File: src/rtl/lfsr_multistep.sv
// lfsr_multistep: XNOR Fibonacci LFSR advancing STEPS shifts per enabled clock, with seed load,
// lock-up trap, wrap pulse and period counter. Optional macro LFSR_TAPS_PORT_EN adds a runtime taps_in port.
`default_nettype none

module lfsr_multistep #(
  parameter int               WIDTH = 6,
  parameter int               STEPS = 3,
  parameter logic [WIDTH-1:0] TAPS  = 6'b110000,
  parameter int               CNT_W = 16
) (
  input  logic             clk,
  input  logic             reset,
  input  logic             load,
  input  logic [WIDTH-1:0] seed,
  input  logic             en,
`ifdef LFSR_TAPS_PORT_EN
  input  logic [WIDTH-1:0] taps_in,
`endif
  output logic [WIDTH-1:0] y,
  output logic             wrap,
  output logic             lockup,
  output logic [CNT_W-1:0] cnt
);

  localparam logic [WIDTH-1:0] c_ONES = {WIDTH{1'b1}};

  logic [WIDTH-1:0] r_y;
  logic [WIDTH-1:0] r_start;
  logic             r_wrap;
  logic             r_lock;
  logic [CNT_W-1:0] r_cnt;

  logic [WIDTH-1:0] w_taps;
  logic [WIDTH-1:0] w_nxt;
  logic             w_nxt_lock;
  logic             w_seed_lock;
  logic             w_hit_start;

`ifdef LFSR_TAPS_PORT_EN
  assign w_taps = taps_in;
`else
  assign w_taps = TAPS;
`endif

  // STEPS single-bit shifts unrolled into one combinational cone
  always_comb begin
    w_nxt = r_y;
    for (int s = 0; s < STEPS; s++) begin
      w_nxt = {w_nxt[WIDTH-2:0], ~(^(w_nxt & w_taps))};
    end
  end

  assign w_nxt_lock  = (w_nxt == c_ONES);
  assign w_seed_lock = (seed == c_ONES);
  assign w_hit_start = (w_nxt == r_start);

  always_ff @(posedge clk or posedge reset) begin
    if (reset) begin
      r_y     <= '0;
      r_start <= '0;
      r_wrap  <= 1'b0;
      r_lock  <= 1'b0;
      r_cnt   <= '0;
    end else if (load) begin
      r_y     <= w_seed_lock ? '0 : seed;
      r_start <= w_seed_lock ? '0 : seed;
      r_lock  <= w_seed_lock;
      r_wrap  <= 1'b0;
      r_cnt   <= '0;
    end else if (en) begin
      // all-ones is the XNOR dead state; force back to zero rather than stall forever
      r_y    <= w_nxt_lock ? '0 : w_nxt;
      r_lock <= w_nxt_lock;
      r_wrap <= w_hit_start;
      r_cnt  <= w_hit_start ? '0 : r_cnt + CNT_W'(1);
    end else begin
      r_wrap <= 1'b0;
      r_lock <= 1'b0;
    end
  end

  assign y      = r_y;
  assign wrap   = r_wrap;
  assign lockup = r_lock;
  assign cnt    = r_cnt;

endmodule

`default_nettype wire

File: config.mk
export PLATFORM = sky130hd
export DESIGN_NAME = lfsr_multistep
export DESIGN_NICKNAME = d
export VERILOG_FILES = /design/src/rtl/lfsr_multistep.sv
export SDC_FILE = /design/constraint.sdc
export NUM_CORES = 1
export LEC_CHECK = 0
export BUFFER_PORTS_ARGS = -buffer_cell sky130_fd_sc_hd__buf_4
export CAP_MARGIN = 10
export CORE_ASPECT_RATIO = 1.2
export CORE_UTILIZATION = 53
export DETAILED_ROUTE_END_ITERATION = 6
export GPL_ROUTABILITY_DRIVEN = 0
export PLACE_DENSITY = 0.78
export RECOVER_POWER = 50
export SLEW_MARGIN = 25
export SYNTH_ARGS = -nofsm -noshare
export SYNTH_HDL_FRONTEND = slang
export SYNTH_SLANG_ARGS = --single-unit
export TNS_END_PERCENT = 5
File: constraint.sdc
create_clock -name clk -period 2.3 [get_ports clk]
set_clock_uncertainty 0.05 [all_clocks]
set_input_delay 0.575 -clock clk [delete_from_list [all_inputs] [get_ports clk]]
set_output_delay 0.575 -clock clk [all_outputs]
set_load 0.01 [all_outputs]
==> impl_metrics.env <==
export IMPL_crit_required_ns=2.49
export IMPL_synth_edff_count=0
export IMPL_antenna_found_initial=0
export IMPL_final_antenna_net_count=0
export IMPL_clkLatencyLatePin_ns=0.33
export IMPL_cts_hold_buf=0
export IMPL_worstHoldPathCells=3
export IMPL_hold_path_class="primary input to flip-flop"
export IMPL_critical_path_class="primary input to flip-flop"
export IMPL_maxSlewHeadroom=-0.0635
export IMPL_reg2reg_depth=5
export IMPL_cp_data_arrival_time_ns=2.19
export IMPL_violations="max-capacitance violations, max-slew violations"
export IMPL_nets=206
export IMPL_tightest_slew_ns=1.60
export IMPL_rsz0062_at_grt="false"
export IMPL_synth_distinct_cells=38
export IMPL_layout_min_cycle_time_ns=2.00
export IMPL_yosys_area_top_type="dfrtp_1"
export IMPL_antenna_cells=0
export IMPL_p_leak_nw=0.866
export IMPL_grt_start_max_net_pins=31
export IMPL_cp_max_fo=14
export IMPL_fmax_mhz=499
export IMPL_synth_xor_area_share=0.113
export IMPL_synth_nets=171
export IMPL_endpoint_kind="flip-flop"
export IMPL_avgViaCountPerCell=5.87
export IMPL_wl_um=3650
export IMPL_post_dp_hpwl_um=2570
export IMPL_synthToLayoutAreaGrowth_pct=18.2
export IMPL_synth_area_leaders="dfrtp_1, xnor2_1, xor2_1"
export IMPL_synth_fa_ha_area_frac=0.00779
export IMPL_synth_simple_area_share=0.224
export IMPL_fin_tns_setup_ns=0
export IMPL_synth_area_per_cell_um2=10.0
export IMPL_cts_setup_buffers=0
export IMPL_clock_sinks=30
export IMPL_clockBufferDepth=2
export IMPL_core_area_um2=2840
export IMPL_synth_ff_type="dfrtp_1"
export IMPL_grt_usage=0.253
export IMPL_period_share=0.871
export IMPL_synth_compound_gate_area_share=0.129
export IMPL_num_vias=1351
export IMPL_ir_drop_mv=0.381
export IMPL_path_clk_slew_ns=0.09
export IMPL_die_y_um=62.3
export IMPL_ys_ff_latch=30
export IMPL_status="complete, but fails checks"
export IMPL_synth_top_area_share=0.468
export IMPL_initial_core_util=0.566
export IMPL_holdWs_ns=0.448
export IMPL_syn_inst=160
export IMPL_grt_overflow_total=0
export IMPL_drtIter0Drc=41
export IMPL_ios=34
export IMPL_cp_start_kind="primary input"
export IMPL_critical_path_slowest_cell="clkbuf_1"
export IMPL_grt_pass1_wl_um=5960
export IMPL_portBuffers=33
export IMPL_yosysMostFrequentCell="dfrtp_1"
export IMPL_final_util=0.669
export IMPL_maxSlewViolCount=31
export IMPL_grt_pass1_vias=1311
export IMPL_root_buffer="clkbuf_4"
export IMPL_p_per_area_nw_per_um2=605
export IMPL_yosys_mux_area_fraction=0
export IMPL_report_final_hold_viol_count=0
export IMPL_yosys_warnings=0
export IMPL_cap_viol_max_count=1
export IMPL_rows=21
export IMPL_setup_viol=0
export IMPL_wl_per_cell_um=15.9
export IMPL_cp_cell_sequence="clkbuf_1 > o2111ai_2 > or2_1 > or3_1 > a211oi_1"
export IMPL_htree_levels=2
export IMPL_drc=0
export IMPL_drive_gt1_frac=0.245
export IMPL_critPathMaxStageDelay_ns=0.41
export IMPL_synth_area_um2=1610
export IMPL_die_x_um=52.2
export IMPL_firstDrtPassIters=4
export IMPL_synth_top_cells_by_count="dfrtp_1, nand2_1, nor3_1"
export IMPL_fillers=241
export IMPL_async_reset_ff_frac=1.00
export IMPL_cts_resized=0
export IMPL_cts_tree="yes"
export IMPL_numCtsBuffers=5
export IMPL_dieArea_um2=3250
export IMPL_seq_area_frac_synth=0.468
export IMPL_synth_top_family_by_area="simple AND/OR/NAND/NOR gates"
-- report_power, final --
part           internal [mW]  switching (mW)  total, mW
Sequential             0.559          0.0511      0.610
Combinational          0.104           0.105      0.209
Clock                  0.148           0.181      0.329
-- logic make-up after synthesis --
kind of cell / after synthesis
XOR/XNOR: 19
AND/OR/NAND/NOR: 64
buffers and inverters: 18
AO/OA/AOI/OAI: 28
adder cells (fa/ha/maj): 1
flip-flops: 30
-- metal layers --
| metal | global-route usage | part of all wire |
|---|---|---|
| met5 | 0 | 0 |
| met4 | 0.125 | 0.018 |
| met3 | 0.0564 | 0.053 |
| met2 | 0.417 | 0.52 |
| met1 | 0.301 | 0.41 |
-- flip-flops by register name (all words and copies together) (netlist names) --
name / cells
cnt: 16
r_start: 6
y: 6
lockup: 1
wrap: 1
-- worst max-delay path, delay by kind of cell --
family	cells	cell delay, ns
AOI/OAI and AO/OA	2	0.52
buffers and inverters	1	0.41
and+or+nand+nor	2	0.68
-- cell type report --
type	count	area [um^2]	share of cell area
clock buffers	7	55.1	0.0290
clock inverters	1	5.00	0.00264
inverters	9	33.8	0.0178
multi-input cells	112	759	0.400
flip-flops and latches	30	751	0.396
well taps	34	42.5	0.0224
repair buffers	37	251	0.132
-- path summary, 6_finish.rpt --
path / startpoint / endpoint / slack, ns
max in group asynchronous: reset / r_start[0] / 0.54
min reg2reg: r_start[2] / r_start[2] / 0.49
min: seed[2] / r_start[2] / 0.45
min in group asynchronous: reset / y[3] / 0.74
max: load / cnt[13] / 0.30
max reg2reg: cnt[0] / cnt[14] / 0.34
-- cells in the final DEF, fill, tap and decap left out, types with 8 or more instances in the layout --
master | Yosys | final
nand2_1 | 16 | 16
clkbuf_1 | 2 | 8
buf_4 | 2 | 29
a31oi_1 | 8 | 8
inv_1 | 9 | 9
o21ai_0 | 9 | 9
xnor2_1 | 10 | 10
dfrtp_1 | 30 | 30
xor2_1 | 8 | 8
nor3_1 | 12 | 12
-- per-stage QoR --
stage	total power, mW	worst slack (ns)	area [um^2]	cells
after global routing	1.21	0.195	1900	230
after global placement	0.822	0.369	1860	222
after CTS	1.16	0.336	1920	230
after detailed placement	0.831	0.264	1860	222
final	1.15	0.296	1900	230
after floorplan	0.752	0.460	1610	160
Power figures use the tool's default switching activity.
